`src/rtl/fifo_wr_arb_pkg.sv`:
```
// Shared types and helpers for the fifo_wr_arb round-robin write arbiter.
package fifo_wr_arb_pkg;

  typedef enum logic [0:0] {ARB_IDLE, ARB_GRANT} arb_state_e;

  // Explicit modulo wrap so non-power-of-two requester counts work.
  function automatic int unsigned rr_next(input int unsigned ptr, input int unsigned n);
    return (ptr + 1 >= n) ? 0 : ptr + 1;
  endfunction

endpackage

```
`src/rtl/fifo_rr_pick.sv`:
```
// Round-robin pick: first set request at or after rr_ptr, wrapping to the lowest set request.
module fifo_rr_pick #(
  parameter int NUM_REQ = 4,
  parameter int PTR_W   = (NUM_REQ > 1) ? $clog2(NUM_REQ) : 1
) (
  input  logic [NUM_REQ-1:0] req,
  input  logic [PTR_W-1:0]   rr_ptr,
  output logic               found,
  output logic [PTR_W-1:0]   idx
);

  logic [NUM_REQ-1:0] masked;
  logic [PTR_W-1:0]   idx_lo;
  logic [PTR_W-1:0]   idx_hi;

  always_comb begin
    masked = '0;
    for (int i = 0; i < NUM_REQ; i++) begin
      masked[i] = req[i] && (i >= int'(rr_ptr));
    end
  end

  // Scan high to low so the lowest set index wins in each vector.
  always_comb begin
    idx_lo = '0;
    idx_hi = '0;
    for (int i = NUM_REQ - 1; i >= 0; i--) begin
      if (req[i])    idx_lo = PTR_W'(i);
      if (masked[i]) idx_hi = PTR_W'(i);
    end
  end

  assign found = |req;
  assign idx   = (|masked) ? idx_hi : idx_lo;

endmodule

```
`src/rtl/fifo_wr_arb.sv`:
```
// Round-robin burst arbiter sharing one FIFO write port; registered write stage.
// Optional macro FIFO_WR_ARB_PRIO_EN: requester 0 wins in IDLE and preempts other owners.
module fifo_wr_arb
  import fifo_wr_arb_pkg::*;
#(
  parameter int NUM_REQ    = 4,
  parameter int DATA_WIDTH = 32,
  parameter int MAX_BURST  = 8
) (
  input  logic                          clk,
  input  logic                          rst,
  input  logic [NUM_REQ-1:0]            req_valid,
  input  logic [NUM_REQ*DATA_WIDTH-1:0] req_data,
  output logic [NUM_REQ-1:0]            req_ready,
  input  logic                          fifo_full,
  input  logic                          fifo_pfull,
  output logic [DATA_WIDTH-1:0]         fifo_din,
  output logic                          fifo_wr_en,
  output logic [$clog2(NUM_REQ)-1:0]    grant_id,
  output logic                          busy
);

  localparam int PTR_W = (NUM_REQ > 1) ? $clog2(NUM_REQ) : 1;
  localparam int CNT_W = $clog2(MAX_BURST + 1);

  arb_state_e            state;
  logic [PTR_W-1:0]      rr_ptr;
  logic [PTR_W-1:0]      owner;
  logic [CNT_W-1:0]      beat_cnt;

  logic                  pick_found;
  logic [PTR_W-1:0]      pick_idx;
  logic [PTR_W-1:0]      next_owner;
  logic                  granted;
  logic                  room;
  logic                  owner_valid;
  logic                  accept;
  logic                  last_beat;
  logic                  drained;
  logic                  preempt;
  logic                  leave;
  logic [DATA_WIDTH-1:0] owner_data;

  fifo_rr_pick #(
    .NUM_REQ (NUM_REQ),
    .PTR_W   (PTR_W)
  ) u_pick (
    .req    (req_valid),
    .rr_ptr (rr_ptr),
    .found  (pick_found),
    .idx    (pick_idx)
  );

  assign granted     = (state == ARB_GRANT);
  assign room        = !fifo_full && !fifo_pfull;
  assign owner_valid = req_valid[owner];
  assign owner_data  = req_data[owner*DATA_WIDTH +: DATA_WIDTH];
  assign accept      = granted && owner_valid && room;
  assign last_beat   = (beat_cnt == CNT_W'(MAX_BURST - 1));
  // Drain only counts when not throttled, so a throttled owner keeps its grant.
  assign drained     = granted && room && !owner_valid;

`ifdef FIFO_WR_ARB_PRIO_EN
  assign preempt    = granted && room && (owner != '0) && req_valid[0];
  assign next_owner = req_valid[0] ? '0 : pick_idx;
`else
  assign preempt    = 1'b0;
  assign next_owner = pick_idx;
`endif

  assign leave    = drained || (accept && last_beat) || preempt;
  assign busy     = granted;
  assign grant_id = owner;

  always_comb begin
    req_ready = '0;
    if (granted) req_ready[owner] = room;
  end

  always_ff @(posedge clk) begin
    if (rst) begin
      state      <= ARB_IDLE;
      rr_ptr     <= '0;
      owner      <= '0;
      beat_cnt   <= '0;
      fifo_wr_en <= 1'b0;
      fifo_din   <= '0;
    end else begin
      fifo_wr_en <= accept;
      if (accept) fifo_din <= owner_data;
      case (state)
        ARB_IDLE: begin
          if (pick_found) begin
            owner    <= next_owner;
            beat_cnt <= '0;
            state    <= ARB_GRANT;
          end
        end
        ARB_GRANT: begin
          if (accept) beat_cnt <= beat_cnt + CNT_W'(1);
          if (leave) begin
            state  <= ARB_IDLE;
            rr_ptr <= PTR_W'(rr_next(int'(owner), NUM_REQ));
          end
        end
        default: state <= ARB_IDLE;
      endcase
    end
  end

`ifndef SYNTHESIS
  always_ff @(posedge clk) begin
    if (!rst) begin
      assert (!(fifo_wr_en && fifo_full))
        else $error("fifo_wr_arb: write issued into a full FIFO");
      assert ($onehot0(req_ready))
        else $error("fifo_wr_arb: more than one req_ready asserted");
    end
  end
`endif

endmodule
```
`config.mk`:
```
export PLATFORM = sky130hd
export DESIGN_NAME = fifo_wr_arb
export DESIGN_NICKNAME = d
export VERILOG_FILES = /design/src/rtl/fifo_wr_arb_pkg.sv /design/src/rtl/fifo_rr_pick.sv /design/src/rtl/fifo_wr_arb.sv
export SDC_FILE = /design/constraint.sdc
export NUM_CORES = 1
export LEC_CHECK = 0
export CORE_MARGIN = 3
export CORE_UTILIZATION = 35
export CTS_CLUSTER_DIAMETER = 40
export CTS_CLUSTER_SIZE = 40
export DETAILED_ROUTE_END_ITERATION = 8
export GPL_TIMING_DRIVEN = 0
export PLACE_DENSITY = 0.77
export SLEW_MARGIN = 25
export SYNTH_ARGS = -nofsm -noshare
export SYNTH_HDL_FRONTEND = slang
export SYNTH_HIERARCHICAL = 1
export SYNTH_SLANG_ARGS = --single-unit
```
`constraint.sdc`:
```
create_clock -name clk -period 2.4 [get_ports clk]
set_clock_uncertainty 0.15 [all_clocks]
set_input_delay 0.48 -clock clk [delete_from_list [all_inputs] [get_ports clk]]
set_output_delay 0.48 -clock clk [all_outputs]
set_load 0.01 [all_outputs]
```
## Word-level counts from Yosys, hierarchy flattened

Index checks and enable logic that the tools add are counted.
W data, S select, Z words.

- Add/sub/neg operators: 2
- Multipliers: 0
- Divide/modulo/power cells: 0
- Order comparisons: 6
- Eq/ne operators: 3
- Shifts and indexed selects: 1
- Mux-type cells: 20
- Bitwise gates (word level): 2
- Reduce and logical (&&, ||, !) cells: 19

Operator list:

| operator | count |
|---|---|
| $shiftx A128 B8 Y32 | 1 |
| $mux W2 | 9 |
| $mux W4 | 3 |
| $logic_and A1 B1 Y1 | 10 |
| $pmux W4 S2 | 1 |
| $reduce_or A4 Y1 | 2 |
| $reduce_and A2 Y1 | 3 |
| $add A4 B1 Y4 const B | 1 |
| $and A4 B4 Y4 | 1 |
| $eq A4 B3 Y1 const B | 1 |
| $ge A1 B2 Y1 const A | 2 |
| $mux W1 | 4 |
| $add A2 B1 Y3 const B | 1 |
| $ge A3 B3 Y1 const B | 1 |
| $logic_not A1 Y1 | 3 |
| $lt A2 B3 Y1 const B | 1 |
| $bmux W1 S2 | 1 |
| $demux W1 S2 | 1 |
| $ge A2 B1 Y1 const B | 1 |
| $ge A2 B2 Y1 const A | 1 |
| $ne A2 B1 Y1 const B | 1 |
| $ne A2 B2 Y1 const B | 1 |
| $pmux W1 S2 | 1 |
| $logic_or A1 B1 Y1 | 1 |
| $not A1 Y1 | 1 |

- Bits in registers: 42
- Latch bits: 0
- Memory bits (writable): 0
- ROM bits: 0
- Bits of input ports: 136
- Output and inout port bits: 40
- Word-level logic and storage cells: 59
- Memories kept: 0

## Logic depth before layout (Yosys ltp)

- Depth after elaboration: 8
- Depth in mapped cells: 6
- Gate-level depth less buffers: 5

## Modules after synthesis

Netlist, hierarchy kept.

By module, submodules not included:

| module | times used | cells each | area each (µm²) | seq. area each (µm²) |
|---|---|---|---|---|
| fifo_wr_arb | 1 | 248 | 2686.3 | 840.8 |
| fifo_rr_pick | 1 | 13 | 77.6 | 0.0 |

## Worst setup path before layout

Ideal clock, no wire load.

- Path type: input-to-output
- Start: input port fifo_full
- End: output port req_ready[0]
- Data arrival time: 1.527 ns
- Required time: 1.770 ns
- Slack: 0.243 ns
- Stages on the path: 4
- Path buffers: 2
- Path through: nor3b_1 > clkbuf_1 > clkbuf_1 > and2_1

- Cells in the longest elaborated chain, start to end: 4

Ends and longest elaborated chain:

| what | line | RTL |
|---|---|---|
| from (decl) | fifo_wr_arb.sv:15 | `input logic fifo_full,` |
| $logic_not A1 Y1 | fifo_wr_arb.sv:55 | `assign room = !fifo_full && !fifo_pfull;` |
| $logic_and A1 B1 Y1 | fifo_wr_arb.sv:55 |  |
| $and A4 B4 Y4 (no source line) | - |  |
| $mux W4 | fifo_wr_arb.sv:77 | `if (granted) req_ready[owner] = room;` |
| to (decl) | fifo_wr_arb.sv:14 | `output logic [NUM_REQ-1:0] req_ready,` |

Every way passes these cells.

## Final worst setup path

- Start: register owner[1] (netlist: grant_id[1])
- End: output port req_ready[0]

- Cells in the longest elaborated chain, start to end: 6
- Elaborated cells between the ends (all ways): 7
- Classes of those cells: 2 x order compare; 3 x mux; 1 x bitwise; 1 x reduce/logical

Ends and longest elaborated chain:

| what | line | RTL |
|---|---|---|
| from (decl) | fifo_wr_arb.sv:28 | `logic [PTR_W-1:0] owner;` |
| from (signal assigned) | fifo_wr_arb.sv:94 | `owner <= next_owner;` |
| $lt A2 B3 Y1 (implied by the code) / $ge A2 B1 Y1 (equally long branches) | fifo_wr_arb.sv:77 |  |
| $logic_and A1 B1 Y1 (implied by the code) | fifo_wr_arb.sv:77 |  |
| $mux W1 (implied by the code) | fifo_wr_arb.sv:77 |  |
| $demux W1 S2 * | fifo_wr_arb.sv:77 |  |
| $and A4 B4 Y4 (no source line) * | - |  |
| $mux W4 * | fifo_wr_arb.sv:77 |  |

Every way passes the cells marked *; elsewhere a longest branch is shown, timed or not.

==> impl_results.md <==
- Routed via count divided by cell count: 5.20
- Crit Reg-Reg Startpoint: grant_id[0]
- Die area: roughly 0.009 mm^2
- Count of standard-cell rows: 31
- First-pass GRT wire length: 13,800 um
- Final number of hold-violating endpoints: 0
- Synthesized netlist cell count: 261
- Total of flip-flops plus latches after synthesis: 42
- Maximum Capacitance Violations: 0
- Core area: 0.00745 mm^2
- Count of hold buffers inserted by post-cts repair: 0
- Global route total overflow: 0
- Pin count of the biggest net entering global routing: 19
- DRC viols: 0
- Primary FF master, synth: sky130_fd_sc_hd__dfxtp_1
- Worst-skew pair later-pin latency: 0.29 ns
- Cells along the critical path: buf_6, buf_6, inv_1, ha_1, and2_1, clkdlybuf4s15_2
- Total buffers and inverters traversed by the critical path: 4
- Cell count after placement: 535
- Number of nets in the synthesized netlist: 402
- Gpl congestion: 0.774
- Max FO, Critical Path: 10
- Master cell of the clock root buffer: sky130_fd_sc_hd__clkbuf_8
- Number of antenna violations at the first check in global routing: 0
- Average wire per cell in the routed design: 16.2 um
- First-pass detailed-route iteration total: 6
- Total number of vias: 2,828
- Area added between synthesis and finish: 73.4%
- Setup-violating endpoint count in the final report: 0
- CTS Buffer Depth: 2
- Fraction of final layout cells sized beyond drive strength 1: 0.218
- Worst Reg2Reg Path Length in Cells: 5
- CP delay by family, top: buffers and inverters
- ANT nets after route: 0
- Destination of the critical timing path: req_ready[0]
- Violation count after the first detailed-route iteration: 90
- Max-slew violation count: 0
- Power density cells: 367 mW/mm^2
- Max incr delay on CP: 0.41 ns
- Tightest hold margin: roughly 0.36 ns
- Die extent in y: roughly 95 um
- Worst setup path category: reg -> out
- CTS tree: done
- Depth of the CTS H-tree: 2
- Data arrival time of the worst path: approximately 1.6 ns
- Overall fraction of global-route tracks in use: 0.197
- Worst IR Drop VDD: ~0.18 mV
- Filler cell count: 636
- Syn. warnings: 6
- Area occupied by multi-input gates: 0.00178 mm^2
- Final worst-path cycle share: 0.947
- Setup crit end kind: output pin
- Total detailed-routing wirelength: 8800 um
- Data required time at the worst endpoint: 1.77 ns
- Slew at the pin with the worst max-slew slack: 0.589 ns
- Post-CTS clock slew at the launch and capture registers of the worst setup and hold paths: 0.08 ns
- Crit-path slowest cell: sky130_fd_sc_hd__dfxtp_1
- Overall power after layout: 1.76 mW
- Leakage Power: around 1.7 nW
- CTS Sinks: 42
- Number of flops mapped to enable cells by yosys: 0
- Mapped Area: 0.00276 mm^2
- DIE WIDTH: about 95 um
- Starting density of the core: 0.371
- Worst Setup SP: grant_id[1]
- Seq/Total Area, Yosys: 0.304
- Shortest period the worst path allows: between 2 and 2.5 ns
- Worst R2R Setup Slack: 0.21 ns
- Port bufs: 175
- Total Negative Setup Slacks: 0 ns
- IO Count: 176
- Finished Layout Cells: roughly 540
- Estimated wirelength of the detail-placed design: 7270 um
- Sequential cell area in the final layout: ~840 um^2
- Synth async-reset ratio: 0
- Worst flop-to-flop path endpoint: rr_ptr[0]
- Critical Path Start Type: flop
- Remaining max-slew budget at the tightest pin: 0.607
- Final #Nets: 585
- Number of antenna cells inserted: 0
- Final critical-path setup slack: 0.128 ns
- Cell variety after synth: 28
- Worst min path class: reg -> reg
- Average instance area after synthesis: about 11 um^2
- Vias in the first global route: 2,944
- Status: completed
- Unrepaired setup endpoints after global routing: false
- Most common cell type on the critical path: sky130_fd_sc_hd__buf_6
- Total CTS buffers: 5
- Post-placement setup slack: -1.04 ns
- CP Depth: 6
- Fmax: 440 MHz
layer usage:
layer / part of all wire / track usage / vias up / wire length [um]
met5: 0 / 0 / - / 0
li1: - / - / 1356 / -
met4: 0.014 / 0.0613 / 0 / 120
met1: 0.38 / 0.231 / 1334 / 3370
met2: 0.52 / 0.349 / 130 / 4570
met3: 0.085 / 0.0526 / 8 / 744
cell usage in the layout, fill, tap and decap left out, types with 2 or more instances in the layout:
master / netlist / routed
sky130_fd_sc_hd__and2_1: 4 / 4
sky130_fd_sc_hd__a211o_1: 2 / 2
sky130_fd_sc_hd__clkdlybuf4s15_2: 0 / 4
sky130_fd_sc_hd__nand2_1: 8 / 8
sky130_fd_sc_hd__nand3_1: 38 / 38
sky130_fd_sc_hd__dfxtp_1: 42 / 42
sky130_fd_sc_hd__nor2_1: 5 / 5
sky130_fd_sc_hd__dlygate4sd2_1: 0 / 2
sky130_fd_sc_hd__buf_6: 3 / 5
sky130_fd_sc_hd__mux2i_1: 4 / 4
sky130_fd_sc_hd__ha_1: 5 / 5
sky130_fd_sc_hd__inv_1: 5 / 5
sky130_fd_sc_hd__or3_1: 2 / 2
sky130_fd_sc_hd__buf_4: 0 / 2
sky130_fd_sc_hd__nor3_1: 2 / 2
sky130_fd_sc_hd__buf_2: 7 / 6
sky130_fd_sc_hd__clkbuf_8: 0 / 8
sky130_fd_sc_hd__a21oi_1: 36 / 36
sky130_fd_sc_hd__nand2b_1: 3 / 3
sky130_fd_sc_hd__a21bo_2: 32 / 32
sky130_fd_sc_hd__buf_1: 4 / 3
sky130_fd_sc_hd__and3_1: 2 / 2
sky130_fd_sc_hd__clkbuf_1: 14 / 11
sky130_fd_sc_hd__clkdlybuf4s50_1: 0 / 169
sky130_fd_sc_hd__mux4_2: 33 / 33
sky130_fd_sc_hd__nor2b_1: 2 / 2
worst min path at each step:
stage                      startpoint          end  cells past startpoint
after floorplan           beat_cnt[3]  beat_cnt[3]                      2
after global placement    beat_cnt[3]  beat_cnt[3]                      2
after detailed placement  beat_cnt[2]  beat_cnt[2]                      2
after CTS                 beat_cnt[3]  beat_cnt[3]                      2
after global routing      beat_cnt[3]  beat_cnt[3]                      2
final                     beat_cnt[3]  beat_cnt[3]                      2
power breakdown:
part           switching, mW  internal, mW
combinational          0.193         0.362
sequential            0.0111         0.715
clock                  0.245         0.231
synthesized netlist by cell type (4+ instances only):
library cell	number	area, um^2
sky130_fd_sc_hd__a21bo_2	32	320
sky130_fd_sc_hd__a21oi_1	36	180
sky130_fd_sc_hd__and2_1	4	25.0
sky130_fd_sc_hd__buf_1	4	15.0
sky130_fd_sc_hd__buf_2	7	35.0
sky130_fd_sc_hd__clkbuf_1	14	52.6
sky130_fd_sc_hd__dfxtp_1	42	841
sky130_fd_sc_hd__ha_1	5	62.6
sky130_fd_sc_hd__inv_1	5	18.8
sky130_fd_sc_hd__mux2i_1	4	40.0
sky130_fd_sc_hd__mux4_2	33	743
sky130_fd_sc_hd__nand2_1	8	30.0
sky130_fd_sc_hd__nand3_1	38	190
sky130_fd_sc_hd__nor2_1	5	18.8
timing repair:
action / in CTS / in global routing
resized for setup: 26 / 3
setup buffers: 2 / 0
setup endpoints to repair: 12 / 2
pin swaps: 1 / 0
per-stage QoR:
stage | area (um^2) | util
detailed placement | 4640 | 0.623
CTS | 4790 | 0.643
floorplan | 2760 | -
global placement | 4640 | 0.623
global route | 4790 | 0.644
finish | 4790 | 0.644
registers in the layout (all words and copies together) (netlist names):
| signal | cells |
|---|---|
| rr_ptr | 2 |
| grant_id | 2 |
| busy | 1 |
| beat_cnt | 4 |
| fifo_wr_en | 1 |
| fifo_din | 32 |
cell type report:
| class | count | share of cell area |
|---|---|---|
| buffer | 27 | 0.0347 |
| clock buffer | 6 | 0.0172 |
| clock inverter | 2 | 0.00261 |
| inverter | 5 | 0.00392 |
| multi-input combinational | 186 | 0.371 |
| sequential | 42 | 0.175 |
| tap | 99 | 0.0258 |
| timing repair buffer | 177 | 0.369 |
worst register-to-register path, stage by stage (launching register included):
cell                       delay, ns
sky130_fd_sc_hd__dfxtp_1        0.41
sky130_fd_sc_hd__buf_6          0.26
sky130_fd_sc_hd__mux4_2         0.55
sky130_fd_sc_hd__buf_6          0.16
sky130_fd_sc_hd__a21boi_2       0.21
sky130_fd_sc_hd__mux2_2         0.35
kinds of logic after synthesis:
| group | after synthesis | synth area share |
|---|---|---|
| AND/OR/NAND/NOR | 69 | 0.128 |
| adder cells (fa/ha/maj) | 5 | 0.0226 |
| buffers and inverters | 33 | 0.0561 |
| multiplexers | 38 | 0.287 |
| AO/OA/AOI/OAI | 74 | 0.202 |
| flip-flops | 42 | 0.304 |
Note: power is estimated with default switching activity, not from simulation.
